`src/rtl/serial_addsub_if.sv`:
```
// rtl/serial_addsub_if.sv - request/result bundle for the bit-serial adder/subtractor
// The ovf member exists only when ADDSUB_OVF_EN is defined.
interface serial_addsub_if #(
  parameter int WIDTH = 8
);
  logic             start;
  logic             mode;
  logic [WIDTH-1:0] a;
  logic [WIDTH-1:0] b;
  logic             busy;
  logic             done;
  logic [WIDTH-1:0] result;
  logic             cout;
`ifdef ADDSUB_OVF_EN
  logic             ovf;
`endif

  modport master (
    output start, mode, a, b,
    input  busy, done, result, cout
`ifdef ADDSUB_OVF_EN
    , input ovf
`endif
  );

  modport slave (
    input  start, mode, a, b,
    output busy, done, result, cout
`ifdef ADDSUB_OVF_EN
    , output ovf
`endif
  );
endinterface

```
`src/rtl/serial_addsub.sv`:
```
// rtl/serial_addsub.sv - LSB-first bit-serial add/subtract, one bit per RUN cycle
// Optional signed overflow output under ADDSUB_OVF_EN.
module serial_addsub #(
  parameter int WIDTH = 8
) (
  input  logic              clk,
  input  logic              rst_n,
  serial_addsub_if.slave    bus
);

  localparam int CW = (WIDTH > 2) ? $clog2(WIDTH) : 1;
  localparam logic [CW-1:0] LAST_BIT = CW'(WIDTH - 1);

  localparam logic [1:0] S_IDLE = 2'd0;
  localparam logic [1:0] S_RUN  = 2'd1;
  localparam logic [1:0] S_DONE = 2'd2;

  logic [1:0]       r_state;
  logic [CW-1:0]    r_cnt;
  logic [WIDTH-1:0] r_acc;
  logic [WIDTH-1:0] r_b;
  logic             r_mode;
  logic             r_c;
  logic [WIDTH-1:0] r_result;
  logic             r_cout;
  logic             r_done;
`ifdef ADDSUB_OVF_EN
  logic             r_ovf;
`endif

  logic             w_abit;
  logic             w_bbit;
  logic             w_s;
  logic             w_c_next;
  logic             w_last;
  logic [WIDTH-1:0] w_word;

  assign w_abit = r_acc[0];
  assign w_bbit = r_b[0];
  assign w_s    = w_abit ^ w_bbit ^ r_c;
  assign w_c_next = r_mode ? ((~w_abit & w_bbit) | (~(w_abit ^ w_bbit) & r_c))
                           : ((w_abit & w_bbit) | (r_c & (w_abit ^ w_bbit)));
  assign w_last = (r_cnt == LAST_BIT);
  // r_acc shifts operand A out at the bottom while result bits enter at the top.
  assign w_word = {w_s, r_acc[WIDTH-1:1]};

  always_ff @(posedge clk or negedge rst_n) begin
    if (!rst_n) begin
      r_state  <= S_IDLE;
      r_cnt    <= '0;
      r_acc    <= '0;
      r_b      <= '0;
      r_mode   <= 1'b0;
      r_c      <= 1'b0;
      r_result <= '0;
      r_cout   <= 1'b0;
      r_done   <= 1'b0;
`ifdef ADDSUB_OVF_EN
      r_ovf    <= 1'b0;
`endif
    end else begin
      r_done <= 1'b0;
      case (r_state)
        S_IDLE: begin
          if (bus.start) begin
            r_acc   <= bus.a;
            r_b     <= bus.b;
            r_mode  <= bus.mode;
            r_cnt   <= '0;
            r_c     <= 1'b0;
            r_state <= S_RUN;
          end
        end
        S_RUN: begin
          r_acc <= w_word;
          r_b   <= {1'b0, r_b[WIDTH-1:1]};
          r_c   <= w_c_next;
          r_cnt <= r_cnt + 1'b1;
          if (w_last) begin
            r_state  <= S_DONE;
            r_result <= w_word;
            r_cout   <= w_c_next;
            r_done   <= 1'b1;
`ifdef ADDSUB_OVF_EN
            // r_c here is the carry/borrow into the sign bit.
            r_ovf    <= r_c ^ w_c_next;
`endif
          end
        end
        S_DONE: r_state <= S_IDLE;
        default: r_state <= S_IDLE;
      endcase
    end
  end

  assign bus.busy   = (r_state != S_IDLE);
  assign bus.done   = r_done;
  assign bus.result = r_result;
  assign bus.cout   = r_cout;
`ifdef ADDSUB_OVF_EN
  assign bus.ovf    = r_ovf;
`endif

endmodule
```
`src/flat_wrapper.sv`:
```
// flat-port wrapper written by rule: the top's interface ports become plain ports
module serial_addsub_flat 
#(
  parameter int WIDTH = 8
)
  (clk, rst_n, bus_start, bus_mode, bus_a, bus_b, bus_busy, bus_done, bus_result, bus_cout);
  serial_addsub_if #(.WIDTH(WIDTH)) bus_i ();
  input  logic clk;
  input  logic rst_n;
  input wire logic [$bits(bus_i.start)-1:0] bus_start;
  input wire logic [$bits(bus_i.mode)-1:0] bus_mode;
  input wire logic [$bits(bus_i.a)-1:0] bus_a;
  input wire logic [$bits(bus_i.b)-1:0] bus_b;
  output wire logic [$bits(bus_i.busy)-1:0] bus_busy;
  output wire logic [$bits(bus_i.done)-1:0] bus_done;
  output wire logic [$bits(bus_i.result)-1:0] bus_result;
  output wire logic [$bits(bus_i.cout)-1:0] bus_cout;
  assign bus_i.start = bus_start;
  assign bus_i.mode = bus_mode;
  assign bus_i.a = bus_a;
  assign bus_i.b = bus_b;
  assign bus_busy = bus_i.busy;
  assign bus_done = bus_i.done;
  assign bus_result = bus_i.result;
  assign bus_cout = bus_i.cout;
  serial_addsub #(.WIDTH(WIDTH)) u_core (.clk(clk), .rst_n(rst_n), .bus(bus_i));
endmodule
```
`config.mk`:
```
export PLATFORM = sky130hd
export DESIGN_NAME = serial_addsub_flat
export DESIGN_NICKNAME = d
export VERILOG_FILES = /design/src/rtl/serial_addsub_if.sv /design/src/rtl/serial_addsub.sv /design/src/flat_wrapper.sv
export SDC_FILE = /design/constraint.sdc
export NUM_CORES = 1
export LEC_CHECK = 0
export BUFFER_PORTS_ARGS = -buffer_cell sky130_fd_sc_hd__buf_2
export CORE_ASPECT_RATIO = 0.9
export CORE_UTILIZATION = 40
export DETAILED_ROUTE_END_ITERATION = 8
export PLACE_DENSITY_LB_ADDON = 0.1
export SKIP_CTS_REPAIR_TIMING = 1
export SLEW_MARGIN = 30
export SYNTH_ARGS = -nofsm -noshare
export SYNTH_HDL_FRONTEND = slang
export SYNTH_SLANG_ARGS = --single-unit
```
`constraint.sdc`:
```
create_clock -name clk -period 4.45 [get_ports clk]
set_clock_uncertainty 0.15 [all_clocks]
set_input_delay 0.89 -clock clk [delete_from_list [all_inputs] [get_ports clk]]
set_output_delay 0.89 -clock clk [all_outputs]
set_load 0.03 [all_outputs]
```
# --- Word level (Yosys, flattened, before mapping) ---
# Index checks and enable logic that the tools add are counted.
totals:
  reg_bits: 33
  inputBits: 20
  output_inout_bits: 11
  wordCells: 45
classes:
  addsub: 1
  n_eq_ne: 4
  muxes: 14
  bitwise: 10
  n_reduce_logical: 7
op_table:
  columns: ["cell", "count"]
  rows:
  - ["$pmux W8 S2", 2]
  - ["$mux W8", 2]
  - ["$reduce_and A2 Y1", 4]
  - ["$pmux W3 S2", 1]
  - ["$and A1 B1 Y1", 4]
  - ["$mux W1", 4]
  - ["$mux W2", 2]
  - ["$pmux W2 S2", 1]
  - ["$reduce_bool A2 Y1", 2]
  - ["$add A3 B1 Y3 const B", 1]
  - ["$eq A3 B3 Y1 const B", 1]
  - ["$mux W3", 1]
  - ["$eq A2 B1 Y1 const B", 1]
  - ["$logic_not A2 Y1", 1]
  - ["$ne A2 B1 Y1 const B", 1]
  - ["$ne A2 B2 Y1 const B", 1]
  - ["$not A1 Y1", 2]
  - ["$or A1 B1 Y1", 2]
  - ["$pmux W1 S2", 1]
  - ["$xor A1 B1 Y1", 2]

# --- Depth between registers and ports, before layout ---
depth:
  ltp_word: 6
  ltp_mapped: 6
  ltp_nobuf: 5

# --- Worst setup path before layout ---
# Ideal clock, no wire load.
synth_path:
  path_type: "register to output"
  from: "register u_core.r_state[1]"
  to: "output port bus_busy"
  arrival_time_ps: 998
  t_required_ps: 3410
  path_slack_ps: 2412
  path_stages_with_launch: 4
  path_buffers: 1
  path_cell_list: "dfrtp_1 -> buf_6 -> nor2_1 -> inv_1"
synth_between:
  elab_chain_len: 1
synth_lines:
  columns: ["element", "line", "rtl"]
  rows:
  - ["start: declaration", "serial_addsub.sv:18", "logic [1:0] r_state;"]
  - ["start signal: assignment", "serial_addsub.sv:49", "r_state <= S_IDLE;"]
  - ["start signal: assignment", "serial_addsub.sv:71", "r_state <= S_RUN;"]
  - ["start signal: assignment", "serial_addsub.sv:80", "r_state <= S_DONE;"]
  - ["$reduce_bool A2 Y1", "serial_addsub.sv:96", "assign bus.busy = (r_state != S_IDLE);"]
  - ["end: declaration", "flat_wrapper.sv:14", "output wire logic [$bits(bus_i.busy)-1:0] bus_busy;"]
# Every way passes these cells.

# --- Worst setup path in the final report ---
layout_path:
  from: "register u_core.r_state[0]"
  to: "output port bus_busy"
# The elaborated chain is that of the path after synthesis.

==> impl_metrics.sql <==
INSERT INTO impl_metrics (metric_group, metric, value, unit) VALUES
('global_route', 'global_route.usage.total', '0.1678', ''),
('sta', 'layout_min_cycle_time', '2.740', 'ns'),
('sta', 'final-setup-viol-count', '0', ''),
('route', 'first_iter_violations', '63', ''),
('setup_path', 'crit_chain', 'nor2_1 -> inv_1 -> buf_2', ''),
('placement', 'buffer_ports.inserted', '30', ''),
('finish', 'num_antenna_cells', '0', ''),
('finish', 'nets', '181', ''),
('route', 'drt_first_pass_iters', '3', ''),
('sta', 'hold_violations', '0', ''),
('placement', 'placement.cell_area', '1703', 'µm²'),
('clock_network', 'cts.sinks', '33', ''),
('die', 'die_area', '4194', 'µm²'),
('power_and_ir_drop', 'vdd_ir_drop_max', '0.3322', 'mV'),
('die', 'io_pins', '31', ''),
('die', 'num_rows', '21', ''),
('sta', 'worst_slew_pin_slew', '0.7263', 'ns'),
('synth', 'synth_area', '1575', 'µm²'),
('global_route', 'grt_pass1_vias', '1014', ''),
('clock_network', 'cts_inserted_buffers', '5', ''),
('sta', 'slew_headroom', '0.5158', ''),
('finish', 'post-route-cell-area', '1785', 'µm²'),
('clock_network', 'clockBufferDepth', '2', ''),
('worst_hold_path', 'worst_hold_path_type', 'flip-flop to flip-flop', ''),
('sta', 'period_share', '0.6157', ''),
('route', 'postRouteAntennaNets', '0', ''),
('route', 'wl_per_cell', '14.43', 'µm'),
('setup_path', 'cpPeakStageDelay', '0.65', 'ns'),
('synth', 'ys.warnings.count', '0', ''),
('finish', 'drive_gt1_frac', '0.3924', ''),
('die', 'start_util', '0.4222', ''),
('clock_network', 'clk_pin_slew_worst_paths', '0.07', 'ns'),
('clock_network', 'cts-htree-levels', '2', ''),
('outcome', 'status', 'finished, final reports clean', ''),
('global_route', 'globalRouteOverflowTotal', '0', ''),
('flow_run', 'max-cap-violations', '0', ''),
('synth', 'nets_in_the_synthesized_netlist', '155', ''),
('route', 'vias', '1045', ''),
('setup_path', 'setup.worst_path.end_class', 'output port', ''),
('sta', 'rsz0062_at_grt', 'no', ''),
('clock_network', 'clock_insertion_delay_worst_skew', '0.28', 'ns'),
('synth', 'synth-seq-cells', '33', ''),
('placement', 'finalWeightedCongestion', '0.7134', ''),
('sta', 'drv_slew', '0', ''),
('power_and_ir_drop', 'power-per-cell-area', '733.4', 'nW/µm²'),
('die', 'die_h', '61.54', 'µm'),
('setup_path', 'cp_data_arrival_time', '1.70', 'ns'),
('global_route', 'grt_start_max_net_pins', '34', ''),
('setup_path', 'worstSetupPathType', 'flip-flop to output port', ''),
('die', 'core_area', '3731', 'µm²'),
('route', 'post-route-drc-count', '0', ''),
('global_route', 'grt_pass1_wl', '4836', 'µm'),
('setup_path', 'crit_slowest_cell', 'dfrtp_1', ''),
('synth', 'proportion_of_synthesized_chip_area_in_sequential_cells', '0.5242', ''),
('synth', 'synth.distinct_cells', '28', ''),
('power_and_ir_drop', 'total_leakage_power', '0.8100', 'nW'),
('sta', 'fmax', '365.0', 'MHz'),
('clock_network', 'root_buffer', 'clkbuf_8', ''),
('global_route', 'initial_antenna_violation_count', '0', ''),
('setup_path', 'maximum_net_fanout_on_the_critical_path', '19', ''),
('die', 'dieWidth', '68.15', 'µm'),
('clock_network', 'cts_tree', 'yes', ''),
('synth', 'netlist_instances', '131', ''),
('route', 'vias_per_cell', '5.123', ''),
('setup_path', 'timing.critical_path.from_type', 'flip-flop', ''),
('sta', 'timing.setup.tns', '0', 'ns'),
('placement', 'dp.final_hpwl', '1987', 'µm'),
('synth', 'synthesis.area_per_instance', '12.02', 'µm²'),
('finish', 'syn_to_final_growth', '13.34', '%'),
('route', 'route.final.wire_length', '2944', 'µm'),
('setup_path', 'worst_ep_required_time', '3.41', 'ns');
[synth_stat cells]
| cell | instances | area share |
|---|---|---|
| nor2_1 | 17 | 0.041 |
| a22o_1 | 2 | 0.011 |
| a211oi_2 | 8 | 0.064 |
| nand2b_1 | 3 | 0.012 |
| nor3b_1 | 1 | 0.0048 |
| inv_1 | 5 | 0.012 |
| buf_1 | 1 | 0.0024 |
| nor3_1 | 8 | 0.025 |
| o21bai_1 | 1 | 0.0048 |
| o221a_1 | 1 | 0.0071 |
| buf_6 | 3 | 0.021 |
| fa_1 | 2 | 0.025 |
| ha_1 | 2 | 0.016 |
| buf_2 | 4 | 0.013 |
| dfrtp_1 | 33 | 0.52 |
| o22ai_1 | 1 | 0.0040 |
| o221a_2 | 6 | 0.043 |
| nor2b_1 | 1 | 0.0040 |
| nand3b_4 | 1 | 0.013 |
| a21oi_1 | 1 | 0.0032 |
| buf_8 | 1 | 0.0095 |
| nand3b_1 | 8 | 0.038 |
| nor2_2 | 1 | 0.0040 |
| clkbuf_1 | 2 | 0.0048 |
| o21ba_1 | 1 | 0.0064 |
| nand2_1 | 3 | 0.0071 |
| mux2_2 | 9 | 0.064 |
| o21ai_0 | 5 | 0.016 |
[registers in the layout, indices dropped and copies added, names as in the netlist]
signal             flops
u_core.bus.result      8
u_core.bus.cout        1
u_core.r_c             1
u_core.r_b             8
u_core.r_state         2
u_core.r_acc           8
u_core.r_cnt           3
u_core.bus.done        1
u_core.r_mode          1
[cells by family (layout without fill, tap and decap cells)]
family                   after synthesis  in the layout  synth area share
buffers and inverters                 16             43           0.06275
flip-flops                            33             33            0.5242
AO/OA/AOI/OAI                         26             26            0.1589
AND/OR/NAND/NOR                       43             43            0.1485
adder cells (fa/ha/maj)                4              4           0.04130
multiplexers                           9              9           0.06434
[metrics by stage]
step           setup WS, ns  hold WS, ns  std cells  utilization  total power [mW]
3_5_place_dp          2.006       0.3267        196       0.4564             1.107
3_3_place_gp          2.065       0.3158        196       0.4564             1.086
5_1_grt               1.554       0.3783        204       0.4785             1.414
2_1_floorplan         2.412       0.3177        131            -            0.9904
6_report              1.710       0.3334        204       0.4785             1.309
4_1_cts               1.696       0.3439        204       0.4785             1.326
[layout by cell type (no fill, tap or decap)]
cell,n
nand2_1,3
a22o_1,2
nor3_1,8
clkbuf_8,5
o22ai_1,1
ha_1,2
nand2b_1,3
o221a_2,6
clkinv_2,2
fa_1,2
dfrtp_1,33
a211oi_2,8
o21ba_1,1
buf_2,30
o221a_1,1
mux2_2,9
o21ai_0,5
nor3b_1,1
nor2_2,1
inv_1,5
o21bai_1,1
nor2_1,17
nand3b_4,1
nor2b_1,1
nand3b_1,8
a21oi_1,1
clkbuf_1,1
[final timing paths]
check | startpoint | end | slack (ns) | depth (start not counted)
max in group asynchronous | rst_n | u_core.r_mode | 3.18 | 1
min reg2reg | u_core.bus.cout | u_core.bus.cout | 0.33 | 2
min | u_core.bus.cout | u_core.bus.cout | 0.33 | 2
max | u_core.r_state[0] | bus_busy | 1.71 | 3
min in group asynchronous | rst_n | u_core.bus.done | 0.51 | 1
max reg2reg | u_core.r_state[0] | u_core.r_b[0] | 2.44 | 3
[metal layers]
metal  wire, µm  part of all wire  vias up  GRT usage
met5          0                 0        -          0
met4         64             0.022        0    0.09821
met3        131             0.044        7    0.05370
met2       1210              0.41       19     0.2269
met1       1537              0.52      507     0.2338
li1           -                 -      512          -
[worst max-delay path: cells and delay by family (launching register included)]
family	cells	cell delay, ns
buf+inv	2	0.26
simple gates	1	0.50
flops	1	0.65
[where the power goes]
group | internal [mW] | leakage [nW] | switching [mW] | total (mW)
clock | 0.108 | 0.0450 | 0.108 | 0.216
combinational | 0.245 | 0.379 | 0.286 | 0.531
sequential | 0.442 | 0.386 | 0.120 | 0.562
total | 0.795 | 0.810 | 0.514 | 1.31
[final cells by class]
cell class                      count  area, µm²
Timing Repair Buffer               30      150.1
Clock inverter                      2      10.01
Clock buffer                        6      72.57
Tap cell                           46      57.56
Inverter                            5      18.77
Multi-Input combinational cell     82      650.6
Fill cell                         372       1946
Sequential cell                    33      825.8
Power figures use the tool's default switching activity.
